==> config.mk <==
export PLATFORM = sky130hd
export DESIGN_NAME = ofmap_bit_packer
export DESIGN_NICKNAME = d
export VERILOG_FILES = /design/src/rtl/bnn_pkg.sv /design/src/rtl/bit_shift_acc.sv /design/src/rtl/ofmap_bit_packer.sv
export SDC_FILE = /design/constraint.sdc
export NUM_CORES = 1
export LEC_CHECK = 0
export ABC_AREA = 1
export BUFFER_PORTS_ARGS = -buffer_cell sky130_fd_sc_hd__buf_2
export CAP_MARGIN = 20
export CORE_MARGIN = 2
export CORE_UTILIZATION = 25
export DETAILED_ROUTE_END_ITERATION = 6
export GPL_ROUTABILITY_DRIVEN = 0
export GPL_TIMING_DRIVEN = 0
export HOLD_SLACK_MARGIN = 0.1
export PLACE_DENSITY_LB_ADDON = 0.25
export SETUP_SLACK_MARGIN = 0.05
export SLEW_MARGIN = 20
export SYNTH_ARGS = -nofsm -noshare
export SYNTH_HDL_FRONTEND = slang
export SYNTH_SLANG_ARGS = --single-unit
==> constraint.sdc <==
create_clock -name clk -period 3.7 [get_ports clk]
set_input_delay 0.74 -clock clk [delete_from_list [all_inputs] [get_ports clk]]
set_output_delay 0.74 -clock clk [all_outputs]
set_load 0.02 [all_outputs]
==> src/rtl/bnn_pkg.sv <==
// Shared constants and FSM state encoding for the BNN output-feature-map path.
package bnn_pkg;

  localparam int WORD_WIDTH_DEF             = 32;
  localparam int OFMAPS_BRAM_ADDR_WIDTH_DEF = 12;

  typedef logic [1:0] state_t;

  localparam state_t ST_RUN   = 2'd0;
  localparam state_t ST_FLUSH = 2'd1;
  localparam state_t ST_DONE  = 2'd2;

endpackage

==> src/rtl/bit_shift_acc.sv <==
// Bit accumulator: shift register plus bit counter, emitting full or flush-aligned words.
// OFMAP_PACK_MSB_FIRST_EN selects MSB-first packing; the default build packs LSB-first.
module bit_shift_acc
  import bnn_pkg::*;
#(
  parameter int WORD_WIDTH = WORD_WIDTH_DEF
) (
  input  logic                  clk,
  input  logic                  rst,
  input  logic                  i_accept,
  input  logic                  i_bit,
  input  logic                  i_clear,
  output logic [WORD_WIDTH-1:0] o_word,
  output logic                  o_word_full,
  output logic                  o_has_bits
);

  localparam int CW = $clog2(WORD_WIDTH) + 1;

  logic [WORD_WIDTH-1:0] shift_q, shift_d, shift_inc;
  logic [CW-1:0]         cnt_q, cnt_d, cnt_inc;

  // o_word already includes the bit accepted this cycle, so a word can be written next cycle.
  always_comb begin
    cnt_inc   = cnt_q + CW'(i_accept);
    shift_inc = shift_q;
    if (i_accept) begin
`ifdef OFMAP_PACK_MSB_FIRST_EN
      shift_inc = (shift_q << 1) | WORD_WIDTH'(i_bit);
`else
      shift_inc = shift_q | (WORD_WIDTH'(i_bit) << cnt_q);
`endif
    end
    o_word_full = (cnt_inc == CW'(WORD_WIDTH));
    o_has_bits  = (cnt_inc != '0);
`ifdef OFMAP_PACK_MSB_FIRST_EN
    // Left-align a partial word so padding zeros land in the low bits.
    o_word = shift_inc << (CW'(WORD_WIDTH) - cnt_inc);
`else
    o_word = shift_inc;
`endif
    if (i_clear || o_word_full) begin
      shift_d = '0;
      cnt_d   = '0;
    end else begin
      shift_d = shift_inc;
      cnt_d   = cnt_inc;
    end
  end

  always_ff @(posedge clk) begin
    if (rst) begin
      shift_q <= '0;
      cnt_q   <= '0;
    end else begin
      shift_q <= shift_d;
      cnt_q   <= cnt_d;
    end
  end

endmodule

==> src/rtl/ofmap_bit_packer.sv <==
// Packs the binarized activation stream into BRAM words and reports per-layer word counts.
// Packing order follows bit_shift_acc (macro OFMAP_PACK_MSB_FIRST_EN).
//
// state    | meaning
// ---------+--------------------------------------------------------------
// ST_RUN   | accepting bits; i_last schedules the flush write (if any)
// ST_FLUSH | partial word (if any) is on the BRAM port; stray bits dropped
// ST_DONE  | o_layer_done/o_word_count presented; counters rewound
module ofmap_bit_packer
  import bnn_pkg::*;
#(
  parameter int WORD_WIDTH             = WORD_WIDTH_DEF,
  parameter int OFMAPS_BRAM_ADDR_WIDTH = OFMAPS_BRAM_ADDR_WIDTH_DEF,
  parameter int BASE_ADDR              = 0
) (
  input  logic                              clk,
  input  logic                              rst,
  input  logic                              i_data,
  input  logic                              i_valid,
  input  logic                              i_last,
  output logic                              bram_we,
  output logic [OFMAPS_BRAM_ADDR_WIDTH-1:0] bram_addr,
  output logic [WORD_WIDTH-1:0]             bram_wdata,
  output logic                              o_layer_done,
  output logic [OFMAPS_BRAM_ADDR_WIDTH:0]   o_word_count,
  output logic                              o_overflow,
  output logic                              o_proto_err
);

  localparam int AW = OFMAPS_BRAM_ADDR_WIDTH;
  localparam logic [AW-1:0] ADDR_BASE = AW'(BASE_ADDR);
  localparam logic [AW-1:0] ADDR_LAST = '1;

  state_t              state_q, state_d;
  logic [AW-1:0]       addr_q, addr_d;
  logic                cap_full_q, cap_full_d;
  logic [AW:0]         count_q, count_d;
  logic                bram_we_q, bram_we_d;
  logic [AW-1:0]       bram_addr_q, bram_addr_d;
  logic [WORD_WIDTH-1:0] bram_wdata_q, bram_wdata_d;
  logic                layer_done_q, layer_done_d;
  logic [AW:0]         word_count_q, word_count_d;
  logic                overflow_q, overflow_d;
  logic                proto_err_q, proto_err_d;

  logic                  acc_accept, acc_clear, acc_full, acc_has_bits, write_req;
  logic [WORD_WIDTH-1:0] acc_word;

  assign acc_accept = (state_q == ST_RUN) && i_valid;
  // i_last hands the accumulated bits to the flush write, so the accumulator empties at once.
  assign acc_clear  = ((state_q == ST_RUN) && i_last) || (state_q == ST_DONE);

  bit_shift_acc #(
    .WORD_WIDTH (WORD_WIDTH)
  ) u_acc (
    .clk         (clk),
    .rst         (rst),
    .i_accept    (acc_accept),
    .i_bit       (i_data),
    .i_clear     (acc_clear),
    .o_word      (acc_word),
    .o_word_full (acc_full),
    .o_has_bits  (acc_has_bits)
  );

  assign write_req = (state_q == ST_RUN) && (acc_full || (i_last && acc_has_bits));

  always_comb begin
    state_d      = state_q;
    addr_d       = addr_q;
    cap_full_d   = cap_full_q;
    count_d      = count_q;
    bram_we_d    = 1'b0;
    bram_addr_d  = bram_addr_q;
    bram_wdata_d = bram_wdata_q;
    layer_done_d = 1'b0;
    word_count_d = '0;
    overflow_d   = overflow_q;
    proto_err_d  = proto_err_q;

    case (state_q)
      ST_RUN: begin
        if (i_last) state_d = ST_FLUSH;
      end
      ST_FLUSH: begin
        state_d      = ST_DONE;
        layer_done_d = 1'b1;
        word_count_d = count_q;
      end
      ST_DONE: begin
        state_d    = ST_RUN;
        addr_d     = ADDR_BASE;
        cap_full_d = 1'b0;
        count_d    = '0;
      end
      default: state_d = ST_RUN;
    endcase

    if (((state_q == ST_FLUSH) || (state_q == ST_DONE)) && i_valid) proto_err_d = 1'b1;

    // Once the top address has been written the address holds and later writes are dropped.
    if (write_req) begin
      if (cap_full_q) begin
        overflow_d = 1'b1;
      end else begin
        bram_we_d    = 1'b1;
        bram_addr_d  = addr_q;
        bram_wdata_d = acc_word;
        count_d      = count_q + (AW + 1)'(1);
        if (addr_q == ADDR_LAST) cap_full_d = 1'b1;
        else                     addr_d     = addr_q + AW'(1);
      end
    end
  end

  always_ff @(posedge clk) begin
    if (rst) begin
      state_q      <= ST_RUN;
      addr_q       <= ADDR_BASE;
      cap_full_q   <= 1'b0;
      count_q      <= '0;
      bram_we_q    <= 1'b0;
      bram_addr_q  <= '0;
      bram_wdata_q <= '0;
      layer_done_q <= 1'b0;
      word_count_q <= '0;
      overflow_q   <= 1'b0;
      proto_err_q  <= 1'b0;
    end else begin
      state_q      <= state_d;
      addr_q       <= addr_d;
      cap_full_q   <= cap_full_d;
      count_q      <= count_d;
      bram_we_q    <= bram_we_d;
      bram_addr_q  <= bram_addr_d;
      bram_wdata_q <= bram_wdata_d;
      layer_done_q <= layer_done_d;
      word_count_q <= word_count_d;
      overflow_q   <= overflow_d;
      proto_err_q  <= proto_err_d;
    end
  end

  assign bram_we      = bram_we_q;
  assign bram_addr    = bram_addr_q;
  assign bram_wdata   = bram_wdata_q;
  assign o_layer_done = layer_done_q;
  assign o_word_count = word_count_q;
  assign o_overflow   = overflow_q;
  assign o_proto_err  = proto_err_q;

endmodule

After elaboration in Yosys (flattened, before gate mapping)
Cells that the tools add are included.
- register bits: 127
- bits of input ports: 5
- $add $sub $neg: 3
- eq/ne operators: 5
- shifts and indexed selects: 1
- multiplexer cells: 16
- bitwise gates (word level): 4
- reductions and logical operators: 16
- operators with widths (cell ; count):
    $mux W12 ; 4
    $mux W13 ; 3
    $mux W32 ; 1
    $or A32 B32 Y32 ; 1
    $shl A1 B6 Y32 ; 1
    $add A13 B1 Y13 const B ; 1
    $add A12 B1 Y12 const B ; 1
    $eq A12 B12 Y1 const B ; 1
    $add A6 B1 Y6 ; 1
    $eq A6 B6 Y1 const B ; 1
    $mux W1 ; 6
    $reduce_bool A6 Y1 ; 1
    $reduce_or A2 Y1 ; 3
    $logic_and A1 B1 Y1 ; 5
    $logic_or A1 B1 Y1 ; 4
    $pmux W2 S2 ; 1
    $reduce_and A2 Y1 ; 2
    $not A1 Y1 ; 3
    $eq A2 B1 Y1 const B ; 1
    $eq A2 B2 Y1 const B ; 1
    $logic_not A2 Y1 ; 1
    $mux W2 ; 1
    $ne A2 B2 Y1 const B ; 1

Logic depth before layout (Yosys ltp)
Gate-level depths: netlist (run 1).
- depth after elaboration: 9
- gate-level depth with buffers: 18
- gate-level depth less buffers: 17

Modules after synthesis
Synthesis (run 1) repeated with hierarchy kept, for this count alone.
- cells, all modules: 710
- area, all modules: 5178.7 um2
- by module, submodules not included (module ; instances ; cells each ; area each (um2) ; sequential area each (um2)):
    ofmap_bit_packer ; 1 ; 479 ; 3562.2 ; 1781.7
    bit_shift_acc ; 1 ; 231 ; 1616.6 ; 760.7

Worst setup path before layout (run 1)
Ideal clock, no wire load.
- path kind: input port to flip-flop
- start: input port i_valid
- end: register overflow_q (netlist: o_overflow)
- library setup time: 128 ps
- arrival: 2408 ps
- data required time: 3572 ps
- path slack: 1165 ps
- cell stages on the path: 14
- path buffers: 2
- cells stage by stage: nand2_1 inv_1 ha_1 ha_1 nor2_1 nand3_1 nor2_2 nand2_1 nand3_2 nand2_2 buf_6 buf_6 a21oi_1 nor2_1
- word-level cells in the longest chain between the ends: 7
- RTL lines (item ; line ; source):
    start, declared ; ofmap_bit_packer.sv:19 ; input logic i_valid,
    $logic_and A1 B1 Y1 (*) ; ofmap_bit_packer.sv:49 ; assign acc_accept = (state_q == ST_RUN) && i_valid;
    $add A6 B1 Y6 (*) ; bit_shift_acc.sv:25 ; cnt_inc = cnt_q + CW'(i_accept);
    net u_acc.cnt_inc[1] ; bit_shift_acc.sv:21 ; logic [CW-1:0] cnt_q, cnt_d, cnt_inc;
    $reduce_bool A6 Y1 ; bit_shift_acc.sv:35 ; o_has_bits = (cnt_inc != '0);
    $logic_and A1 B1 Y1 ; ofmap_bit_packer.sv:66 ; assign write_req = (state_q == ST_RUN) && (acc_full || (i_last && acc_has_bits));
    $logic_or A1 B1 Y1 (*) ; ofmap_bit_packer.sv:66 ;
    $logic_and A1 B1 Y1 (*) ; ofmap_bit_packer.sv:66 ;
    $reduce_and A2 Y1 (no source line) (*) ; - ;
    end signal, assigned ; ofmap_bit_packer.sv:139 ; overflow_q <= overflow_d;
    end, declared ; ofmap_bit_packer.sv:43 ; logic overflow_q, overflow_d;
Mark *: on every way through the listed nets, which the timed path passes. The rest lies on a longest branch.
A chain may end at the register's enable or synchronous reset.

Worst setup path in the final report (run 1)
- start: register state_q[0]
- end: register addr_q[0]
- word-level cells in the longest chain between the ends: 8
- RTL lines (item ; line ; source):
    start, declared ; ofmap_bit_packer.sv:34 ; state_t state_q, state_d;
    start signal, assigned ; ofmap_bit_packer.sv:130 ; state_q <= state_d;
    $logic_not A2 Y1 (*) ; ofmap_bit_packer.sv:49 ;
    $logic_and A1 B1 Y1 (*) ; ofmap_bit_packer.sv:49 ;
    $add A6 B1 Y6 (*) ; bit_shift_acc.sv:25 ;
    net u_acc.cnt_inc[1] ; bit_shift_acc.sv:21 ;
    $reduce_bool A6 Y1 ; bit_shift_acc.sv:35 ;
    $logic_and A1 B1 Y1 ; ofmap_bit_packer.sv:66 ;
    $logic_or A1 B1 Y1 (*) ; ofmap_bit_packer.sv:66 ;
    $logic_and A1 B1 Y1 (*) ; ofmap_bit_packer.sv:66 ;
    $mux W12 (*) ; ofmap_bit_packer.sv:102 ; if (write_req) begin
    end signal, assigned ; ofmap_bit_packer.sv:131 ; addr_q <= addr_d;
    end, declared ; ofmap_bit_packer.sv:35 ; logic [AW-1:0] addr_q, addr_d;
Marked as above.

==> flow_summary.ini, run 1 <==
[outcome]
status = complete, no violations

[sta]
slew_headroom = 0.555
hold_viol = 0
worstMarginPinSlew_ns = 0.663
setup-violations-final = 0
fin_crit_sh = 0.799
finalClockSkew_ns = 0.0117
rsz0062_at_grt = no
drv_slew = 0
setup_tns_ns = 0
min_period_ns = 2.96
timing.fmax_ghz = 0.338

[synth]
synth_cells = 812
synth.distinct_cells = 27
avgSynthCellArea_um2 = 7.00
yosysWarningCount = 0
synth_fp_nets = 825
netlist_area_um2 = 5680
synth-seq-area-share = 0.447
synth_seq_cells = 127

[critical_path]
crit_type = reg -> reg
cpMostUsedCell = ha_1
cp.required_ns = 4.05
critPathMaxFanout = 10
cp_top_family = simple AND/OR/NAND/NOR gates
worst_setup_path_end_kind = register
crit_path_max_incr_delay_ns = 0.46
crit_chain = inv_1 > ha_1 > nand2_1 > inv_1 > ha_1 > ha_1 > nor2_1 > nand3_1 > nor2_2 > nand2_1 > nand3_2 > clkbuf_1 > nand3_1 > a21oi_1
critPathBufInv = 3
crit_slowest_cell = clkbuf_1
arrival_ns = 3.31
start_kind = register

[drt]
num_vias = 5525
m1WireLength_um = 7970
antenna_left = 0
drt-initial-drc-count = 381
drc = 0
wl_per_cell_um = 13.8
wl_met2_um = 7730
drt_first_pass_iters = 5
vias_per_cell = 4.63
top_layer = met5
met3WireLength_um = 571
wl_um = 16500

[pwr]
powerDensity_nw_per_um2 = 558
p_leak_nw = 2.93
irDropWorstVdd_v = 0.000236

[cells_and_area]
finalNetCount = 908
regArea_um2 = 2540
mostFrequentLayoutCell = nand2_1
finish.utilization = 0.309
drive_gt1_frac = 0.138
multi_input_area_um2 = 2690
n_fill_cell = 2450
mostFrequentLayoutCells = 168 x nand2_1, 142 x nor2_1, 127 x dfxtp_1
antenna-diode-count = 0
synthToLayoutAreaGrowth_pct = 22.2

[floorplanning]
die_h_um = 155
die_area_um2 = 24000
pin_count = 66
start_util = 0.253
fp.coreArea_um2 = 22500
die_w_um = 155
rows = 55

[hold_path]
hold_path.class = reg -> reg

[clocking]
cts_buffers = 17
root_buffer = clkbuf_16
clk_pin_slew_worst_paths_ns = 0.07
h-tree-depth = 4
clk_latency_ns = 0.43
cts_setup_buffers = 0
cts_buffer_depth = 2
cts_hold_buf = 0
clock-sinks = 127
cts_resized = 0
cts_tree = yes

[placement]
dpl.hpwl_um = 12000
io_buffers = 64

[global_routing]
grt_pass1_wl_um = 26800
grt_max_degree = 17
grt_use_total = 0.141
grt_pass1_vias = 5169
antenna_found_initial = 1
grt_overflow = 0

[run]
cap_violations = 0
==> cells in the mapped netlist <==
master,number,area (µm²)
nor3_1,17,85.1
buf_4,2,15.0
buf_2,7,35.0
nand3b_1,1,7.51
a21oi_1,106,531
nand2_1,168,631
o21ai_0,7,35.0
nor3_2,3,30.0
or2_2,1,6.26
buf_1,7,26.3
clkbuf_1,25,93.8
nand4_1,13,81.3
nor2_2,2,12.5
ha_1,8,100
xor2_1,5,43.8
nand3_2,2,20.0
nor2_1,142,533
dfxtp_1,127,2540
o22ai_1,6,37.5
nand3_1,101,505
clkinv_1,1,3.75
buf_6,8,90.1
nand4_2,1,12.5
nand2_2,2,12.5
xnor2_1,1,8.76
inv_1,48,180
inv_2,1,3.75
==> metal layers <==
metal | up-vias | GRT usage
met5 | - | 0
met4 | 2 | 0.0437
met3 | 15 | 0.0294
met1 | 2581 | 0.187
li1 | 2828 | -
met2 | 99 | 0.230
==> tightest hold or removal path, stage by stage, from the launching register on <==
cell     delay (ns)
dfxtp_1        0.31
a21oi_1        0.05
nor2_1         0.08
==> state kept, by name (all words and copies together) (netlist names) <==
register / count
addr_q: 12
bram_addr: 12
bram_wdata: 32
bram_we: 1
cap_full_q: 1
count_q: 13
o_layer_done: 1
o_overflow: 1
o_proto_err: 1
o_word_count: 13
state_q: 2
u_acc.cnt_q: 6
u_acc.shift_q: 32
==> cell families (layout without fill, tap and decap cells) <==
kind of cell    after synthesis  in the layout  share of synthesized area
xor+xnor                      6              6                    0.00925
fa+ha+maj                     8              8                     0.0176
buf+inv                      99            195                     0.0788
flops                       127            127                      0.447
compound gates              119            119                      0.106
simple gates                453            453                      0.341
==> stage by stage <==
stage,hold WS [ns],power [mW],instances,instance area (µm²),worst slack (ns)
2_1_floorplan,0.439,2.04,812,5680,1.16
3_3_place_gp,0.447,2.26,1161,6360,0.613
3_5_place_dp,0.456,2.27,1161,6360,0.594
4_1_cts,0.472,3.92,1193,6950,0.732
5_1_grt,0.483,4.09,1193,6950,0.425
6_report,0.468,3.87,1193,6950,0.745
==> final timing paths <==
path	from	endpoint	slack, ns	depth (start not counted)
setup / recovery	state_q[0]$_SDFFE_PP0P_	addr_q[0]$_SDFF_PP0_	0.74	14
hold / removal	u_acc.shift_q[16]$_SDFF_PP0_	u_acc.shift_q[16]$_SDFF_PP0_	0.47	2
setup reg to reg	state_q[0]$_SDFFE_PP0P_	addr_q[0]$_SDFF_PP0_	0.74	14
hold reg to reg	u_acc.shift_q[16]$_SDFF_PP0_	u_acc.shift_q[16]$_SDFF_PP0_	0.47	2
==> power breakdown <==
| part | total [mW] | internal (mW) | switching [mW] |
|---|---|---|---|
| Sequential | 1.52 | 1.47 | 0.0561 |
| Combinational | 0.705 | 0.232 | 0.472 |
| Clock | 1.65 | 0.905 | 0.741 |
==> layout make-up <==
class	instances	area share
clock inverters	15	0.0231
clock buffers	17	0.0613
well taps	285	0.0513
flip-flops and latches	127	0.366
inverters	50	0.0270
repair buffers	64	0.0461
plain buffers	49	0.0375
multi-input cells	586	0.388
Note: power is estimated with default switching activity, not from simulation.
==> run 2: changes to the inputs <==
- clock period: 3.7 -> 2.4 ns (I/O delays scaled with it)
==> flow_summary.ini, run 2 (synthesis results as in run 1) <==
[global_routing]
grt_pass1_vias = 5283
antenna_found_initial = 0
grt_use_total = 0.147
grt_overflow = 0
grt_max_degree = 17
grt_pass1_wl_um = 27900

[cells_and_area]
drive_gt1_frac = 0.200
mostFrequentLayoutCell = nand2_1
antenna-diode-count = 0
finalNetCount = 920
n_fill_cell = 2480
mostFrequentLayoutCells = 163 x nand2_1, 141 x nor2_1, 125 x dfxtp_1
synthToLayoutAreaGrowth_pct = 29.0

[floorplanning]
die_w_um = 155
fp.coreArea_um2 = 22500
pin_count = 66
rows = 55
start_util = 0.253
die_h_um = 155
die_area_um2 = 24000

[pwr]
power.internal_mw = 4.13
p_sw_mw = 2.04
powerDensity_nw_per_um2 = 841
sw_frac_of_total = 0.330
seq_power_share = 0.383
p_leak_nw = 3.05
pwr-share-comb = 0.211
p_clk_frac = 0.406
irDropWorstVdd_v = 0.000434

[sta]
setup_tns_ns = 0
timing.fmax_ghz = 0.437
slew_headroom = 0.524
finalClockSkew_ns = 0.0113
worstMarginPinSlew_ns = 0.713
fin_crit_sh = 0.953
drv_slew = 0
rsz0062_at_grt = yes
layout_setup_ws_ns = 0.114
min_period_ns = 2.29
setup-violations-final = 0
hold_viol = 0

[run]
cap_violations = 0

[critical_path]
crit_slowest_cell = dfxtp_2
start_kind = register
crit_chain = inv_4 > ha_4 > nand2_4 > inv_2 > ha_4 > ha_4 > nor2_4 > nand3_2 > nor2_4 > nand2_2 > nand3_4 > nand2_8 > buf_12 > buf_6 > a21oi_1 > nor2_1
cp_top_family = simple AND/OR/NAND/NOR gates
crit_type = reg -> reg
critPathBufInv = 4
crit_path_max_incr_delay_ns = 0.36
arrival_ns = 2.60
worst_setup_path_end_kind = register
cp.required_ns = 2.72
critPathMaxFanout = 10
cpMostUsedCell = ha_4

[drt]
drt-initial-drc-count = 382
antenna_left = 0
vias_per_cell = 4.63
drt_first_pass_iters = 5
drc = 0
num_vias = 5583
wl_per_cell_um = 14.2
wl_um = 17100

[clocking]
cts_hold_buf = 0
clk_latency_ns = 0.43
h-tree-depth = 4
clk_pin_slew_worst_paths_ns = 0.06
root_buffer = clkbuf_16
cts_buffer_depth = 2
cts_buffers = 17
clock-sinks = 127
cts_tree = yes

[hold_path]
hold_path.class = in -> reg

[placement]
dpl.hpwl_um = 12100
dp_slack_ns = -0.378
io_buffers = 64

[outcome]
status = complete, no violations
-- run 2: final timing paths --
path | startpoint | endpoint | cells past startpoint | slack, ns
setup / recovery | state_q[1]$_SDFFE_PP0P_ | bram_addr[6]$_SDFFE_PP0P_ | 16 | 0.11
hold reg to reg | o_proto_err$_SDFFE_PP0P_ | o_proto_err$_SDFFE_PP0P_ | 2 | 0.46
hold / removal | i_valid | o_proto_err$_SDFFE_PP0P_ | 3 | 0.37
setup reg to reg | state_q[1]$_SDFFE_PP0P_ | bram_addr[6]$_SDFFE_PP0P_ | 16 | 0.11
-- run 2: metrics by stage --
stage	instances	power (mW)	instance area, µm²	hold slack, ns	util
detailed placement	1161	3.51	6370	0.455	0.283
global route	1205	6.49	7330	0.379	0.326
global placement	1161	3.50	6370	0.447	0.283
floorplan	812	3.16	5700	0.439	-
finish	1205	6.17	7330	0.373	0.326
CTS	1201	6.16	7180	0.356	0.319
-- run 2: power by group through the flow --
stage,clock network [mW],logic [mW],registers [mW]
after global routing,2.66,1.44,2.39
after detailed placement,0,1.11,2.40
after floorplan,0,0.620,2.54
after CTS,2.56,1.25,2.36
after global placement,0,1.11,2.40
final,2.50,1.30,2.36
-- run 2: tightest hold or removal path: cells and delay by family --
family	cells	cell delay (ns)
and+or+nand+nor	1	0.07
buffers and inverters	1	0.14
AOI/OAI and AO/OA	1	0.07
-- run 2: layer usage --
layer  global-route usage  vias up  share of wire  routed length (µm)
li1                     -     2858              -                   -
met2                0.240      105           0.47                7990
met4               0.0397        0         0.0084                 144
met1                0.195     2611           0.48                8240
met3               0.0347        9          0.045                 765
met5                    0        -              0                   0
-- run 2: final cells by class --
cell class                      count  area (µm²)  area share
Clock inverter                     15         138      0.0188
Sequential cell                   127        2540       0.347
Multi-Input combinational cell    586        2920       0.399
Timing Repair Buffer               76         430      0.0587
Buffer                             49         322      0.0439
Inverter                           50         193      0.0263
Tap cell                          285         357      0.0486
Clock buffer                       17         425      0.0580
-- run 2: timing repair --
item,4_1_cts,5_1_grt
gates resized for setup,43,33
gates cloned,1,0
buffers inserted,7,4
pin swaps,7,8
endpoints found under the setup margin,109,101
==> run 3: changes to the inputs <==
- CORE_ASPECT_RATIO: default -> 0.5
==> flow_summary.ini, run 3 (synthesis results as in run 1) <==
[outcome]
status = complete, no violations

[clocking]
cts_buffers = 17
cts_tree = yes
h-tree-depth = 4
clk_pin_slew_worst_paths_ns = 0.06
cts_buffer_depth = 2
cts_hold_buf = 0
clk_latency_ns = 0.43
clock-sinks = 127
root_buffer = clkbuf_16

[global_routing]
use_met3 = 0.0306
grt_overflow = 0
grt_pass1_vias = 5412
antenna_found_initial = 0
grtUsageMet2 = 0.242
grt_max_degree = 17
grt_use_total = 0.145
top_usage_layer = met2
grt_use_met1 = 0.185
grt_pass1_wl_um = 27900

[hold_path]
worstHoldStart = i_valid
holdPathEnd = o_proto_err$_SDFFE_PP0P_
hold_path.class = in -> reg
hold_depth = 3

[cells_and_area]
drive_gt1_frac = 0.252
mostFrequentLayoutCells = 155 x nand2_1, 142 x nor2_1, 125 x dfxtp_1
finalNetCount = 931
final_area_um2 = 7920
synthToLayoutAreaGrowth_pct = 39.3
mostFrequentLayoutCell = nand2_1
antenna-diode-count = 0

[drt]
wl_per_cell_um = 14.6
drt-initial-drc-count = 274
antenna_left = 0
vias_per_cell = 4.66
drc = 0
num_vias = 5737
drt_first_pass_iters = 4
wl_um = 17900

[sta]
rsz0062_at_grt = yes
drv_slew = 0
finalClockSkew_ns = 0.00810
worstMarginPinSlew_ns = 0.845
timing.fmax_ghz = 0.425
whs_ns = 0.336
setup-violations-final = 0
hold_viol = 0
min_period_ns = 2.35
fin_crit_sh = 0.979
slew_headroom = 0.437

[critical_path]
crit_type = reg -> reg
timing.rr.end = bram_wdata[10]$_SDFFE_PP0P_
worst_setup_path_end_kind = register
cp.required_ns = 2.73
arrival_ns = 2.68
critPathMaxFanout = 6
r2r_cells = 16
worstReg2RegStart = state_q[1]$_SDFFE_PP0P_
r2r_slack_ns = 0.05
start_kind = register

[pwr]
powerDensity_nw_per_um2 = 833
irDropWorstVdd_v = 0.000392
p_leak_nw = 3.25

[placement]
dpl-instance-area_um2 = 6390
dpl.hpwl_um = 12000
io_buffers = 64

[floorplanning]
rows = 38
fp.coreArea_um2 = 22000
die_area_um2 = 24000
die_w_um = 217
pin_count = 66
die_h_um = 111
start_util = 0.259

[run]
cap_violations = 0
## run 3: cell count changes in the layout (fill, tap and decap cells not counted), sizes merged
cell    before  now
buf        102  108
bufinv       0    2
clkbuf      40   45
clkinv       3    6
inv         60   55
## run 3: cell type report
cell class	count	area, µm²
Inverter	50	190
Multi-Input combinational cell	586	3160
Clock inverter	15	175
Sequential cell	127	2540
Fill cell	2315	14100
Buffer	49	370
Timing Repair Buffer	87	672
Tap cell	300	375
Clock buffer	17	425
## run 3: per-stage QoR
step | setup WS (ns) | utilization | cells | total power, mW | setup TNS (ns)
floorplan | 0.0602 | - | 812 | 3.16 | 0
global placement | -0.372 | 0.291 | 1176 | 3.49 | -26.53
detailed placement | -0.396 | 0.291 | 1176 | 3.50 | -27.67
CTS | -0.0293 | 0.337 | 1221 | 6.41 | -0.316
global route | -0.0357 | 0.360 | 1231 | 6.89 | -0.495
finish | 0.0498 | 0.360 | 1231 | 6.60 | 0
## run 3: worst max path at each step
stage | startpoint | end | slack, ns | cells past startpoint
floorplan | state_q[1]$_SDFFE_PP0P_ | o_overflow$_SDFFE_PP0P_ | 0.06 | 16
global placement | state_q[1]$_SDFFE_PP0P_ | addr_q[8]$_SDFF_PP0_ | -0.37 | 14
detailed placement | state_q[1]$_SDFFE_PP0P_ | addr_q[2]$_SDFF_PP0_ | -0.40 | 14
CTS | state_q[0]$_SDFFE_PP0P_ | count_q[5]$_SDFF_PP0_ | -0.03 | 17
global route | state_q[1]$_SDFFE_PP0P_ | bram_wdata[13]$_SDFFE_PP0P_ | -0.04 | 16
finish | state_q[1]$_SDFFE_PP0P_ | bram_wdata[10]$_SDFFE_PP0P_ | 0.05 | 16
## run 3: metal layers
| metal | wire (µm) | vias up |
|---|---|---|
| li1 | - | 2879 |
| met1 | 8530 | 2739 |
| met2 | 8410 | 92 |
| met3 | 607 | 27 |
| met4 | 373 | 0 |
| met5 | 0 | - |
## run 3: timing repair
action,in CTS,in global routing
pin swaps,22,39
hold endpoints to repair,0,0
endpoints found under the setup margin,102,95
setup buffers,10,4
gates cloned,3,7
gates resized for setup,64,76
## run 3: report_power, final
| part | total, mW | leakage [nW] | internal [mW] | switching [mW] |
|---|---|---|---|---|
| Combinational | 1.56 | 1.94 | 0.673 | 0.888 |
| Clock | 2.67 | 0.290 | 1.56 | 1.10 |
| Sequential | 2.37 | 1.03 | 2.26 | 0.107 |
| Total | 6.60 | 3.25 | 4.50 | 2.10 |
## run 3: critical path: stages (launching register included)
cell and delay (ns):
dfxtp_2 0.35, inv_4 0.04, ha_4 0.16, nand2_4 0.08
inv_2 0.04, ha_4 0.16, ha_4 0.21, nor2_1 0.08
nand3_1 0.11, nor2_4 0.17, nand2_2 0.10, nand3_4 0.12
nand2_8 0.09, clkbuf_16 0.18, buf_12 0.14, a21oi_4 0.14
nor2_1 0.06
